`config.mk`:
```
export PLATFORM = sky130hd
export DESIGN_NAME = temporal_encoder
export DESIGN_NICKNAME = d
export VERILOG_FILES = /design/src/rtl/tnn_pkg.sv /design/src/rtl/temporal_encoder_ch.sv /design/src/rtl/temporal_encoder.sv
export SDC_FILE = /design/constraint.sdc
export NUM_CORES = 1
export LEC_CHECK = 0
export BUFFER_PORTS_ARGS = -buffer_cell sky130_fd_sc_hd__buf_4
export CAP_MARGIN = 20
export CORE_UTILIZATION = 56
export DETAILED_ROUTE_END_ITERATION = 8
export PLACE_DENSITY = 0.82
export SLEW_MARGIN = 40
export SYNTH_ARGS = -nofsm -noshare
export SYNTH_HDL_FRONTEND = slang
export SYNTH_SLANG_ARGS = --single-unit
```
`constraint.sdc`:
```
create_clock -name aclk -period 2.91 [get_ports aclk]
set_input_delay 0.4365 -clock aclk [delete_from_list [all_inputs] [get_ports aclk]]
set_output_delay 0.4365 -clock aclk [all_outputs]
set_load 0.005 [all_outputs]
```
`src/rtl/tnn_pkg.sv`:
```
// Shared definitions for the temporal-logic primitives.
//   GAMMA_DEFAULT / PULSE_DEFAULT : default gamma length and pulse width (aclk cycles)
//   VAL_W_DEFAULT                 : onset-time width for the default gamma length
//   spike_val_t                   : onset time at the default width
//   stage_state_t                 : input staging slot state (EMPTY / FULL)
package tnn_pkg;

    localparam int GAMMA_DEFAULT = 16;
    localparam int PULSE_DEFAULT = 8;
    localparam int VAL_W_DEFAULT = $clog2(GAMMA_DEFAULT);

    typedef logic [VAL_W_DEFAULT-1:0] spike_val_t;

    typedef enum logic {
        EMPTY = 1'b0,
        FULL  = 1'b1
    } stage_state_t;

endpackage

```
`src/rtl/temporal_encoder_ch.sv`:
```
// One spike channel: holds the onset time / null flag for the current gamma and
// registers the spike so spk lines up with the gamma_cnt value it belongs to.
//   aclk, rst_n : clock, async active-low reset
//   load        : gamma boundary edge, take load_val/load_null as the new active set
//   load_val    : onset time for the coming gamma
//   load_null   : 1 = no spike in the coming gamma
//   cnt_nxt     : gamma_cnt value that becomes current on this edge
//   spk         : spike output
// Build option TEMPORAL_STEP_EN: step encoding (high from onset to end of gamma)
// instead of a PW-wide pulse.
module temporal_encoder_ch
    import tnn_pkg::*;
#(
    parameter int G     = GAMMA_DEFAULT,
    parameter int PW    = PULSE_DEFAULT,
    parameter int VAL_W = $clog2(G)
) (
    input  logic             aclk,
    input  logic             rst_n,
    input  logic             load,
    input  logic [VAL_W-1:0] load_val,
    input  logic             load_null,
    input  logic [VAL_W-1:0] cnt_nxt,
    output logic             spk
);

    logic [VAL_W-1:0] act_val;
    logic             act_null;
    logic [VAL_W-1:0] t_nxt;
    logic             n_nxt;
    logic             hit;

    // The spike register is evaluated against the values that will be active
    // after this edge, so a freshly loaded t==0 fires in the grst cycle.
    always_comb begin
        t_nxt = load ? load_val  : act_val;
        n_nxt = load ? load_null : act_null;
    end

`ifdef TEMPORAL_STEP_EN
    always_comb hit = (cnt_nxt >= t_nxt);
`else
    localparam logic [VAL_W:0] PW_EXT = (VAL_W+1)'(PW);
    logic [VAL_W:0] win_end;
    // One extra bit so t+PW past the gamma end does not wrap; the counter never
    // exceeds G-1, which gives the truncation at the boundary for free.
    always_comb begin
        win_end = {1'b0, t_nxt} + PW_EXT;
        hit     = (cnt_nxt >= t_nxt) && ({1'b0, cnt_nxt} < win_end);
    end
`endif

    always_ff @(posedge aclk or negedge rst_n) begin
        if (!rst_n) begin
            act_val  <= '0;
            act_null <= 1'b1;
            spk      <= 1'b0;
        end else begin
            if (load) begin
                act_val  <= load_val;
                act_null <= load_null;
            end
            spk <= hit && !n_nxt;
        end
    end

endmodule

```
`src/rtl/temporal_encoder.sv`:
```
// Binary -> temporal spike encoder. Owns the free-running gamma counter, the
// single-slot input staging register and the per-channel spike generators.
//   aclk, rst_n : clock, async active-low reset
//   in_valid    : input vector valid
//   in_ready    : staging slot can take a vector this cycle
//   in_vals     : channel i onset = in_vals[i*VAL_W +: VAL_W]
//   in_null     : 1 = channel i silent in the gamma this vector is emitted in
//   grst        : high while gamma_cnt == 0
//   gamma_cnt   : position within the gamma cycle
//   spk         : per-channel spike outputs
// Build option TEMPORAL_STEP_EN selects step encoding in the channels.
module temporal_encoder
    import tnn_pkg::*;
#(
    parameter int NUM_CH            = 2,
    parameter int GAMMA_CYCLE_WIDTH = GAMMA_DEFAULT,
    parameter int PULSE_WIDTH       = PULSE_DEFAULT,
    parameter int VAL_W             = $clog2(GAMMA_CYCLE_WIDTH)
) (
    input  logic                    aclk,
    input  logic                    rst_n,
    input  logic                    in_valid,
    output logic                    in_ready,
    input  logic [NUM_CH*VAL_W-1:0] in_vals,
    input  logic [NUM_CH-1:0]       in_null,
    output logic                    grst,
    output logic [VAL_W-1:0]        gamma_cnt,
    output logic [NUM_CH-1:0]       spk
);

    localparam logic [VAL_W-1:0] CNT_LAST = VAL_W'(GAMMA_CYCLE_WIDTH - 1);

    stage_state_t                        state;
    logic [NUM_CH-1:0][VAL_W-1:0]        stg_vals;
    logic [NUM_CH-1:0]                   stg_null;
    logic [NUM_CH-1:0][VAL_W-1:0]        ld_vals;
    logic [NUM_CH-1:0]                   ld_null;
    logic [VAL_W-1:0]                    cnt_nxt;
    logic                                wrap;
    logic                                accept;

    // Power-of-two gamma: natural overflow is the wrap.
    always_comb begin
        cnt_nxt  = gamma_cnt + VAL_W'(1);
        wrap     = (gamma_cnt == CNT_LAST);
        grst     = (gamma_cnt == '0);
        // A FULL slot drains on the wrap edge, so it can refill there.
        in_ready = (state == EMPTY) || wrap;
        accept   = in_valid && in_ready;
    end

    always_ff @(posedge aclk or negedge rst_n) begin
        if (!rst_n) gamma_cnt <= '0;
        else        gamma_cnt <= cnt_nxt;
    end

    // Staging slot. An accept on the wrap edge while EMPTY bypasses the slot
    // straight into the channels (it still lands in the next gamma).
    always_ff @(posedge aclk or negedge rst_n) begin
        if (!rst_n) begin
            state    <= EMPTY;
            stg_vals <= '0;
            stg_null <= '1;
        end else if (accept && !(wrap && state == EMPTY)) begin
            state    <= FULL;
            stg_vals <= in_vals;
            stg_null <= in_null;
        end else if (wrap) begin
            state    <= EMPTY;
        end
    end

    // Active set for the next gamma: staged vector, else a wrap-edge accept,
    // else a silent gamma.
    always_comb begin
        if (state == FULL) begin
            ld_vals = stg_vals;
            ld_null = stg_null;
        end else if (accept) begin
            ld_vals = in_vals;
            ld_null = in_null;
        end else begin
            ld_vals = '0;
            ld_null = '1;
        end
    end

    for (genvar i = 0; i < NUM_CH; i++) begin : g_ch
        temporal_encoder_ch #(
            .G     (GAMMA_CYCLE_WIDTH),
            .PW    (PULSE_WIDTH),
            .VAL_W (VAL_W)
        ) u_ch (
            .aclk      (aclk),
            .rst_n     (rst_n),
            .load      (wrap),
            .load_val  (ld_vals[i]),
            .load_null (ld_null[i]),
            .cnt_nxt   (cnt_nxt),
            .spk       (spk[i])
        );
    end

endmodule

```
==> flow_metrics.tcl <==
set metrics [dict create \
    cp_cell_sequence "ha_1 -> and3_1 -> a31oi_1 -> inv_1 -> ha_1 -> nor2_1 -> a21oi_1 -> o2111ai_1 -> a311oi_2" \
    synth.top_cell.area_share 0.379 \
    grt_overflow 0 \
    netSwitchingFraction 0.277 \
    final_max_slew_viol_count 0 \
    ant_nets 0 \
    place_area_um2 1670 \
    track_usage 0.238 \
    die-area_um2 2930 \
    clock_latency_ns 0.33 \
    antenna_found_initial 0 \
    grt_pass1_vias 1036 \
    cts_tree "built" \
    via_per_inst 5.72 \
    routedWlPerCell_um 15.6 \
    drive_gt1_frac 0.230 \
    grt_start_max_net_pins 28 \
    routed_wl_mm 2.99 \
    yosysUniqueCellTypes 38 \
    cp_common_cell "ha_1" \
    skew_ns 0.0150 \
    leakage_nw 0.810 \
    grt_first_pass_wirelength_mm 4.78 \
    p_comb_frac 0.208 \
    path_clk_slew_ns 0.15 \
    period_share 0.912 \
    dp_hpwl_mm 2.30 \
    cts_root_buf "clkbuf_4" \
    drt-pass1-iter-count 4 \
    crit_type "reg2reg" \
    setup_tns_ns 0 \
    syn_area_um2 1520 \
    hold_viol 0 \
    setup_violations 0 \
    cts_buffers 3 \
    cts_max_level 1 \
    syn-instance-count 141 \
    gp_congestion 0.856 \
    worst-endpoint-arrival_ns 2.90 \
    yosys-top-cells-area "dfrtp_1 (38%), ha_1 (9.9%), mux2_1 (7.4%)" \
    maxCapViolCount 0 \
    max_stage_delay_ns 0.47 \
    crit_required_ns 3.16 \
    syn_to_final_growth_pct 12.8 \
    synth_edf_count 0 \
    yosysMostFrequentCell "dfrtp_1" \
    status "complete, no violations" \
    synthFlopType "dfrtp_1" \
    vdd_ir_drop_max_uv 360 \
    crit_fanout 10 \
    ios 21 \
    synth_seq_cells 27 \
    start_util 0.603 \
    post-route-min-period_ns 2.65 \
    cp-start-kind "register" \
    core-area_um2 2520 \
    antenna_cells 0 \
    seqPwrFrac 0.582 \
    grt_setup_unrepaired "no" \
    async_flop_share 1.00 \
    power.internal_uw 552 \
    syn_nets 166 \
    clockBufferDepth 2 \
    first_iter_violations 17 \
    yosysTopAreaCell "dfrtp_1" \
    nNetsFinal 187 \
    via_count 1093 \
    row_count 18 \
    remaining_drc_errors 0 \
    port_buffers 20 \
    final_area_um2 1720 \
    syn_area_per_cell_um2 10.8 \
    synth_warnings 0 \
    crit_path_top_delay_cell "dfrtp_1" \
    hp-class "in2reg" \
    timing.fmax_mhz 377 \
    die_w_um 54.1 \
    clkPwrFrac 0.210 \
    cts.sinks 27 \
    power_density_nw_per_um2 445 \
    rrSetupSlack_ns 0.26 \
    slew_headroom 0.684 \
    netlist_top_cells_count "dfrtp_1 (23), inv_1 (14), ha_1 (12), nand2_1 (12)" \
    p_sw_uw 211 \
    worst_setup_path_end_kind "register" \
    ys_seq_area_frac 0.448 \
    tightestPinTransition_ns 0.474 \
    die_h_um 54.1 \
]
## layer usage
layer,vias up,part of all wire,wire length [um],global-route usage
li1,543,-,-,-
met1,526,0.46,1390,0.323
met2,22,0.50,1500,0.377
met3,2,0.028,83,0.0621
met4,0,0.0044,13,0.0598
met5,-,0,0,0
## power by group through the flow
stage	sequential, mW	combinational, mW	clock (mW)
after floorplan	0.446	0.112	0
after global placement	0.450	0.154	0
after detailed placement	0.451	0.159	0
after CTS	0.445	0.161	0.166
after global routing	0.448	0.181	0.176
final	0.444	0.159	0.160
## cells by family after synthesis
logic type | share of synthesized area
simple gates | 0.115
compound gates | 0.167
mux | 0.0741
flops | 0.448
buf+inv | 0.0716
xor+xnor | 0.0115
fa+ha+maj | 0.113
## final timing paths
| path | startpoint | endpoint | cells after the start |
|---|---|---|---|
| min in group asynchronous | rst_n | gamma_cnt[2]$_DFF_PN0_ | 2 |
| worst max-delay path | gamma_cnt[0]$_DFF_PN0_ | g_ch[1].u_ch.spk$_DFF_PN0_ | 9 |
| worst max register to register | gamma_cnt[0]$_DFF_PN0_ | g_ch[1].u_ch.spk$_DFF_PN0_ | 9 |
| max in group asynchronous | rst_n | stg_null[1]$_DFFE_PN1P_ | 2 |
| worst min register to register | g_ch[0].u_ch.act_null$_DFF_PN1_ | g_ch[0].u_ch.act_null$_DFF_PN1_ | 2 |
| worst min-delay path | in_vals[1] | stg_vals[1]$_DFFE_PN0P_ | 2 |
## critical path, delay by kind of cell (launching register included)
family	cells	cell delay [ns]
buf+inv	1	0.13
simple gates	2	0.41
flops	1	0.47
fa+ha+maj	2	0.60
compound gates	4	0.95
## timing repair
| action | in CTS | in global routing |
|---|---|---|
| setup endpoints to repair | 0 | 1 |
| endpoints found under the hold margin | 12 | 0 |
| resized for setup | 0 | 1 |
| hold buffers | 1 | 0 |
| buffers inserted | 0 | 0 |
## state kept, by name, indices dropped and copies added (netlist names)
register,flops
g_ch.u_ch.act_null,2
g_ch.u_ch.act_val,8
g_ch.u_ch.spk,2
gamma_cnt,4
state,1
stg_null,2
stg_vals,8
## area by class of cell
class                           instances  area [um^2]
Clock buffer                            4         26.3
Tap cell                               30         37.5
Inverter                               14         52.6
Fill cell                             201          807
Timing Repair Buffer                   24          183
Multi-Input combinational cell         92          736
Sequential cell                        27          681
## per-stage QoR
stage	worst slack, ns	power (mW)	std cells	utilization	hold WS (ns)
floorplan	0.550	0.558	141	-	0.141
global placement	0.394	0.604	186	0.664	0.365
detailed placement	0.251	0.611	186	0.664	0.367
CTS	0.221	0.771	191	0.678	0.317
global route	0.0214	0.806	191	0.680	0.307
finish	0.257	0.763	191	0.680	0.322
## layout by cell type, fill, tap and decap left out, drive strengths merged, types with 3 or more instances in the layout
cell type   n
mux2       10
nand2      12
a31oi       6
buf        23
ha         12
inv        14
nand2b      4
a21oi       4
clkbuf      4
dfstp       4
nand3       3
a221oi      4
nor2       10
dfrtp      23
nand3b      3
Note: power is estimated with default switching activity, not from simulation.
